[config.mk]
export PLATFORM = sky130hd
export DESIGN_NAME = uart_tx_cfg_flat
export DESIGN_NICKNAME = d
export VERILOG_FILES = /design/src/rtl/uart_tx_cfg_if.sv /design/src/rtl/uart_tx_cfg.sv /design/src/flat_wrapper.sv
export SDC_FILE = /design/constraint.sdc
export NUM_CORES = 1
export LEC_CHECK = 0
export CAP_MARGIN = 15
export CORE_AREA = 2 2 50 52
export DETAILED_ROUTE_END_ITERATION = 8
export DIE_AREA = 0 0 52 54
export PLACE_DENSITY = 0.74
export SKIP_CTS_REPAIR_TIMING = 1
export SYNTH_ARGS = -nofsm -noshare
export SYNTH_HDL_FRONTEND = slang
export SYNTH_SLANG_ARGS = --single-unit
[constraint.sdc]
create_clock -name clk -period 1.7 [get_ports clk]
set_input_delay 0.17 -clock clk [delete_from_list [all_inputs] [get_ports clk]]
set_output_delay 0.17 -clock clk [all_outputs]
set_load 0.1 [all_outputs]
[src/rtl/uart_tx_cfg_if.sv]
// Byte-side handshake and serial-line status bundle for uart_tx_cfg.
// The producer uses the master view and the transmitter uses the slave view.
interface uart_tx_cfg_if #(
    parameter int DATA_BITS = 8
);
    logic                 tx_valid;
    logic [DATA_BITS-1:0] tx_data;
    logic                 tx_ready;
    logic                 tx_out;
    logic                 tx_busy;
    logic                 tx_done;

    modport master (
        output tx_valid, tx_data,
        input  tx_ready, tx_out, tx_busy, tx_done
    );

    modport slave (
        input  tx_valid, tx_data,
        output tx_ready, tx_out, tx_busy, tx_done
    );
endinterface

[src/rtl/uart_tx_cfg.sv]
// Parametrised UART transmitter: start, DATA_BITS LSB-first, optional parity, 1-2 stop bits.
// Every output is registered; tx_out is computed one cycle ahead from the next state.
module uart_tx_cfg #(
    parameter int CLKS_PER_BIT = 16,
    parameter int DATA_BITS    = 8,
    parameter int PARITY_EN    = 0,
    parameter int PARITY_ODD   = 0,
    parameter int STOP_BITS    = 1
) (
    input  logic         clk,
    input  logic         reset,
    uart_tx_cfg_if.slave bus
);
    localparam int BAUD_W = (CLKS_PER_BIT > 2) ? $clog2(CLKS_PER_BIT) : 1;
    localparam int BIT_W  = (DATA_BITS > 2) ? $clog2(DATA_BITS) : 1;
    localparam logic [BAUD_W-1:0] BAUD_LAST = BAUD_W'(CLKS_PER_BIT - 1);
    localparam logic [BIT_W-1:0]  DATA_LAST = BIT_W'(DATA_BITS - 1);
    localparam logic [BIT_W-1:0]  STOP_LAST = BIT_W'(STOP_BITS - 1);

    if (DATA_BITS < 5 || DATA_BITS > 9) begin : g_bad_data_bits
        $error("uart_tx_cfg: DATA_BITS must be 5..9");
    end
    if (CLKS_PER_BIT < 2) begin : g_bad_clks_per_bit
        $error("uart_tx_cfg: CLKS_PER_BIT must be >= 2");
    end
    if (STOP_BITS < 1 || STOP_BITS > 2) begin : g_bad_stop_bits
        $error("uart_tx_cfg: STOP_BITS must be 1 or 2");
    end
    if (PARITY_EN < 0 || PARITY_EN > 1 || PARITY_ODD < 0 || PARITY_ODD > 1) begin : g_bad_parity
        $error("uart_tx_cfg: PARITY_EN and PARITY_ODD must be 0 or 1");
    end

    typedef enum logic [2:0] {
        IDLE,
        START,
        DATA,
        PARITY,
        STOP
    } state_t;

    state_t               state_reg,  state_next;
    logic [BAUD_W-1:0]    baud_reg,   baud_next;
    logic [BIT_W-1:0]     bit_reg,    bit_next;
    logic [DATA_BITS-1:0] shift_reg,  shift_next;
    logic                 parity_reg, parity_next;
    logic                 out_reg,    out_next;
    logic                 ready_reg,  ready_next;
    logic                 done_reg,   done_next;
    logic                 baud_last;

    assign bus.tx_out   = out_reg;
    assign bus.tx_ready = ready_reg;
    assign bus.tx_busy  = ~ready_reg;
    assign bus.tx_done  = done_reg;

    always_ff @(posedge clk or posedge reset) begin
        if (reset) begin
            state_reg  <= IDLE;
            baud_reg   <= '0;
            bit_reg    <= '0;
            shift_reg  <= '0;
            parity_reg <= 1'b0;
            out_reg    <= 1'b1;
            ready_reg  <= 1'b1;
            done_reg   <= 1'b0;
        end else begin
            state_reg  <= state_next;
            baud_reg   <= baud_next;
            bit_reg    <= bit_next;
            shift_reg  <= shift_next;
            parity_reg <= parity_next;
            out_reg    <= out_next;
            ready_reg  <= ready_next;
            done_reg   <= done_next;
        end
    end

    // Baud counter wraps on the last cycle of a bit, which is also where every state change happens.
    always_comb begin
        state_next  = state_reg;
        bit_next    = bit_reg;
        shift_next  = shift_reg;
        parity_next = parity_reg;
        out_next    = out_reg;
        ready_next  = ready_reg;
        done_next   = 1'b0;
        baud_last   = (baud_reg == BAUD_LAST);
        baud_next   = baud_last ? '0 : baud_reg + BAUD_W'(1);

        unique case (state_reg)
            IDLE: begin
                baud_next  = '0;
                out_next   = 1'b1;
                ready_next = 1'b1;
                if (bus.tx_valid && ready_reg) begin
                    shift_next  = bus.tx_data;
                    parity_next = (PARITY_ODD != 0) ? ~^bus.tx_data : ^bus.tx_data;
                    state_next  = START;
                    ready_next  = 1'b0;
                    out_next    = 1'b0;
                end
            end
            START: begin
                if (baud_last) begin
                    state_next = DATA;
                    bit_next   = '0;
                    out_next   = shift_reg[0];
                end
            end
            DATA: begin
                if (baud_last) begin
                    if (bit_reg == DATA_LAST) begin
                        bit_next = '0;
                        if (PARITY_EN != 0) begin
                            state_next = PARITY;
                            out_next   = parity_reg;
                        end else begin
                            state_next = STOP;
                            out_next   = 1'b1;
                        end
                    end else begin
                        bit_next   = bit_reg + BIT_W'(1);
                        shift_next = shift_reg >> 1;
                        out_next   = shift_reg[1];
                    end
                end
            end
            PARITY: begin
                if (baud_last) begin
                    state_next = STOP;
                    bit_next   = '0;
                    out_next   = 1'b1;
                end
            end
            STOP: begin
                if (baud_last) begin
                    if (bit_reg == STOP_LAST) begin
                        state_next = IDLE;
                        ready_next = 1'b1;
                        done_next  = 1'b1;
                        out_next   = 1'b1;
                    end else begin
                        bit_next = bit_reg + BIT_W'(1);
                    end
                end
            end
            default: begin
                state_next = IDLE;
                out_next   = 1'b1;
                ready_next = 1'b1;
            end
        endcase
    end
endmodule
[src/flat_wrapper.sv]
// flat-port wrapper written by rule: the top's interface ports become plain ports
module uart_tx_cfg_flat 
#(
    parameter int CLKS_PER_BIT = 16,
    parameter int DATA_BITS    = 8,
    parameter int PARITY_EN    = 0,
    parameter int PARITY_ODD   = 0,
    parameter int STOP_BITS    = 1
)
  (clk, reset, bus_tx_valid, bus_tx_data, bus_tx_ready, bus_tx_out, bus_tx_busy, bus_tx_done);
  uart_tx_cfg_if #(.DATA_BITS(DATA_BITS)) bus_i ();
  input  logic clk;
  input  logic reset;
  input wire logic [$bits(bus_i.tx_valid)-1:0] bus_tx_valid;
  input wire logic [$bits(bus_i.tx_data)-1:0] bus_tx_data;
  output wire logic [$bits(bus_i.tx_ready)-1:0] bus_tx_ready;
  output wire logic [$bits(bus_i.tx_out)-1:0] bus_tx_out;
  output wire logic [$bits(bus_i.tx_busy)-1:0] bus_tx_busy;
  output wire logic [$bits(bus_i.tx_done)-1:0] bus_tx_done;
  assign bus_i.tx_valid = bus_tx_valid;
  assign bus_i.tx_data = bus_tx_data;
  assign bus_tx_ready = bus_i.tx_ready;
  assign bus_tx_out = bus_i.tx_out;
  assign bus_tx_busy = bus_i.tx_busy;
  assign bus_tx_done = bus_i.tx_done;
  uart_tx_cfg #(.CLKS_PER_BIT(CLKS_PER_BIT), .DATA_BITS(DATA_BITS), .PARITY_EN(PARITY_EN), .PARITY_ODD(PARITY_ODD), .STOP_BITS(STOP_BITS)) u_core (.clk(clk), .reset(reset), .bus(bus_i));
endmodule
==> metrics.md <==
| Metric | Value |
|---|---|
| Setup violators final | `0` |
| Post-synth EDFFs | `0` |
| # H-tree levels | `1` |
| HP Class | `input pin to async pin` |
| Gr usage total | `0.1898` |
| Die Width | `approximately 52 microns` |
| Vias in the first global route | `between 900 and 1,000` |
| Max_slew headroom | `0.7714` |
| #FFs+latches synth | `21` |
| I/O Buffers | `14` |
| Max-slew violations | `0` |
| Outcome | `finished, final reports clean` |
| Max Cap Violations | `0` |
| Non-filler instance count after layout | `around 170` |
| Ratio of cells with drive above 1 in the final layout | `0.1884` |
| CTS max path bufs | `2` |
| Mapped Cells | `between 100 and 150` |
| Chip Height | `about 54 microns` |
| GR peak layer | `met2` |
| Avg WL per Cell | `between 10 and 15 microns` |
| Switching Fraction | `0.4061` |
| Clk sinks | `21` |
| Switching power | `833.0 uW` |
| Worst r2r src | `u_core.bit_reg[0]` |
| Initial antenna violation count | `0` |
| Area of the multi-input gates | `561.8 sq um` |
| Filler instances | `around 190` |
| Tcrit/Tclk final | `0.9127` |
| Clk pin slew, worst setup/hold paths | `0.12 ns` |
| DRC errors left | `0` |
| Synth Flop Type | `dfrtp_1` |
| GPL Wtd Cong | `0.8035` |
| Slowest CP cell | `dfrtp_1` |
| CP Launch Type | `flop` |
| Pleak | `roughly 0.00065 uW` |
| Row cnt | `18` |
| Final wirelength | `2.339 mm` |
| Mean post-synth cell area | `roughly 9.8 sq um` |
| WS Path Type | `flop to flop` |
| Synth top area share | `0.4180` |
| RSZ-0062 raised after global routing | `no` |
| TritonCTS clock tree | `built` |
| F_max | `between 600 and 700 MHz` |
| Detailed router's first-iteration violation count | `5` |
| Clk Tree Root Cell | `clkbuf_4` |
| Pwr per Cell Area | `approximately 1400 nW/um^2` |
| Met3 global-route usage | `0.02500` |
| Ant diodes | `0` |
| Crit path max fanout | `7` |
| Area contributors post-synth | `dfrtp_1 (42%), a21oi_1 (6.2%), ha_1 (5.5%)` |
| Worst slew pin tran | `around 0.34 ns` |
| Die area | `between 2000 and 3000 sq um` |
| Combinational share of power | `0.460` |
| Largest net degree at the start of global routing | `22` |
| Synthesized area | `1137 sq um` |
| CP Capture Type | `flop` |
| First-pass GRT wire length | `3.939 mm` |
| CP Cell Sequence | `ha_1 -> ha_1 -> mux2i_1 -> nand2_1 -> o2bb2ai_1` |
| I/O Pins | `15` |
| Total grt overflow | `0` |
| Clk pwr share | `0.117` |
| Cell variety after synth | `33` |
| TritonRoute pass-1 iters | `3` |
| Clock Latency Late Sink | `about 0.31 ns` |
| CP Data Required Time | `1.93 ns` |
| CP dominant cell by count | `ha_1` |
| Commonest cells in the netlist | `dfrtp_1 (19), a21oi_1 (14), nor2_1 (11)` |
| Routed Antenna Nets | `0` |
| Worst Setup SP | `u_core.bit_reg[0]` |
| M1 GR Usage | `0.2417` |
| Hpwl dp | `around 1.7 mm` |
| Met2 Track Usage GR | `0.3312` |
| Sequential share of power | `0.423` |
| Placed Cells | `~160` |
| Sequential fraction of the synthesis area | `0.4642` |
| Max reg flops | `8` |
| Worst path arrival time | `roughly 1.8 ns` |
| Register Area | `approximately 530 sq um` |
| Yosys warnings | `0` |
| Final core area utilization | `0.6138` |
| Final hold viol count | `0` |
| Post-route minimum period | `~1.6 ns` |
| Final Skew | `around 0.0087 ns` |
| Int Power | `approximately 1200 uW` |
| Area growth, synth to finish | `25.19%` |
| Core area | `2320 sq um` |
| Worst IR drop on VDD | `0.9535 mV` |
| Initial Util | `0.4903` |
| Syn_nets | `132` |
| DR vias/cell | `5.530` |
| Setup tns final | `0 ns` |
| Vias | `929` |
| CP peak stage delay | `~0.43 ns` |
| Dominant cell type by area after synthesis | `dfrtp_1` |
| Nets | `between 150 and 200` |
| Asr flop ratio synth | `1.000` |
| Inserted Clock Buffers | `3` |
| Most frequent cell after synthesis | `dfrtp_1` |
-- worst paths after layout --
path,end,slack (ns),cells after the start
max,u_core.shift_reg[2],0.15,5
min,u_core.shift_reg[6],0.18,3
max reg2reg,u_core.shift_reg[2],0.15,5
min reg2reg,u_core.shift_reg[3],0.50,1
max in group asynchronous,u_core.bus.tx_out,1.24,3
min in group clk,u_core.shift_reg[4],0.48,3
-- power by group through the flow --
stage / clock (uW) / combinational [uW] / sequential, uW
2_1_floorplan: 0 / 524 / 951
3_3_place_gp: 0 / 913 / 864
6_report: 241 / 943 / 867
3_5_place_dp: 0 / 945 / 875
5_1_grt: 264 / 1030 / 891
4_1_cts: 245 / 948 / 864
-- kinds of logic after synthesis --
family,share of synthesized area
compound gates,0.1859
xor+xnor,0.007702
fa+ha+maj,0.05501
buf+inv,0.04620
flops,0.4642
mux,0.03630
simple gates,0.2046
-- layout by cell type, fill, tap and decap left out, types with 2 or more instances in the layout --
| cell type | n |
|---|---|
| or3b_1 | 2 |
| clkdlybuf4s50_1 | 10 |
| and3_1 | 7 |
| ha_1 | 5 |
| buf_4 | 10 |
| clkbuf_4 | 3 |
| o2bb2ai_1 | 7 |
| inv_1 | 6 |
| a21oi_1 | 14 |
| nor2_1 | 11 |
| dfrtp_1 | 19 |
| mux2i_1 | 3 |
| o21ai_0 | 6 |
| buf_12 | 3 |
| nor3_1 | 4 |
| nand2b_1 | 2 |
| and2b_1 | 2 |
| nand2_1 | 4 |
-- routing by layer --
| metal | part of all wire | up-vias |
|---|---|---|
| met5 | 0 | - |
| met4 | 0.0064 | 0 |
| met3 | 0.028 | 2 |
| met2 | 0.51 | 9 |
| met1 | 0.46 | 463 |
| li1 | - | 455 |
-- critical path, delay by kind of cell, from the launching register on --
| family | cells | cell delay [ns] |
|---|---|---|
| fa+ha+maj | 2 | 0.49 |
| mux | 1 | 0.15 |
| flops | 1 | 0.43 |
| simple gates | 1 | 0.19 |
| compound gates | 1 | 0.22 |
-- cell type report --
| cell class | instances | area share |
|---|---|---|
| clock inverters | 1 | 0.003515 |
| flip-flops and latches | 21 | 0.3735 |
| well taps | 30 | 0.02636 |
| clock buffers | 3 | 0.01582 |
| inverters | 7 | 0.02109 |
| repair buffers | 23 | 0.1652 |
| multi-input cells | 83 | 0.3946 |
-- through the flow --
stage | cell area, sq um | hold WS [ns] | setup WS (ns) | power (uW)
after detailed placement | 1391 | 0.4693 | 0.04529 | 1820
after global routing | 1424 | 0.2211 | 0.01236 | 2185
final | 1424 | 0.1846 | 0.1484 | 2051
after global placement | 1391 | 0.4646 | 0.1280 | 1777
after CTS | 1419 | 0.1980 | 0.007406 | 2057
after floorplan | 1145 | 0.1450 | 0.08505 | 1475
Note: power is estimated with default switching activity, not from simulation.
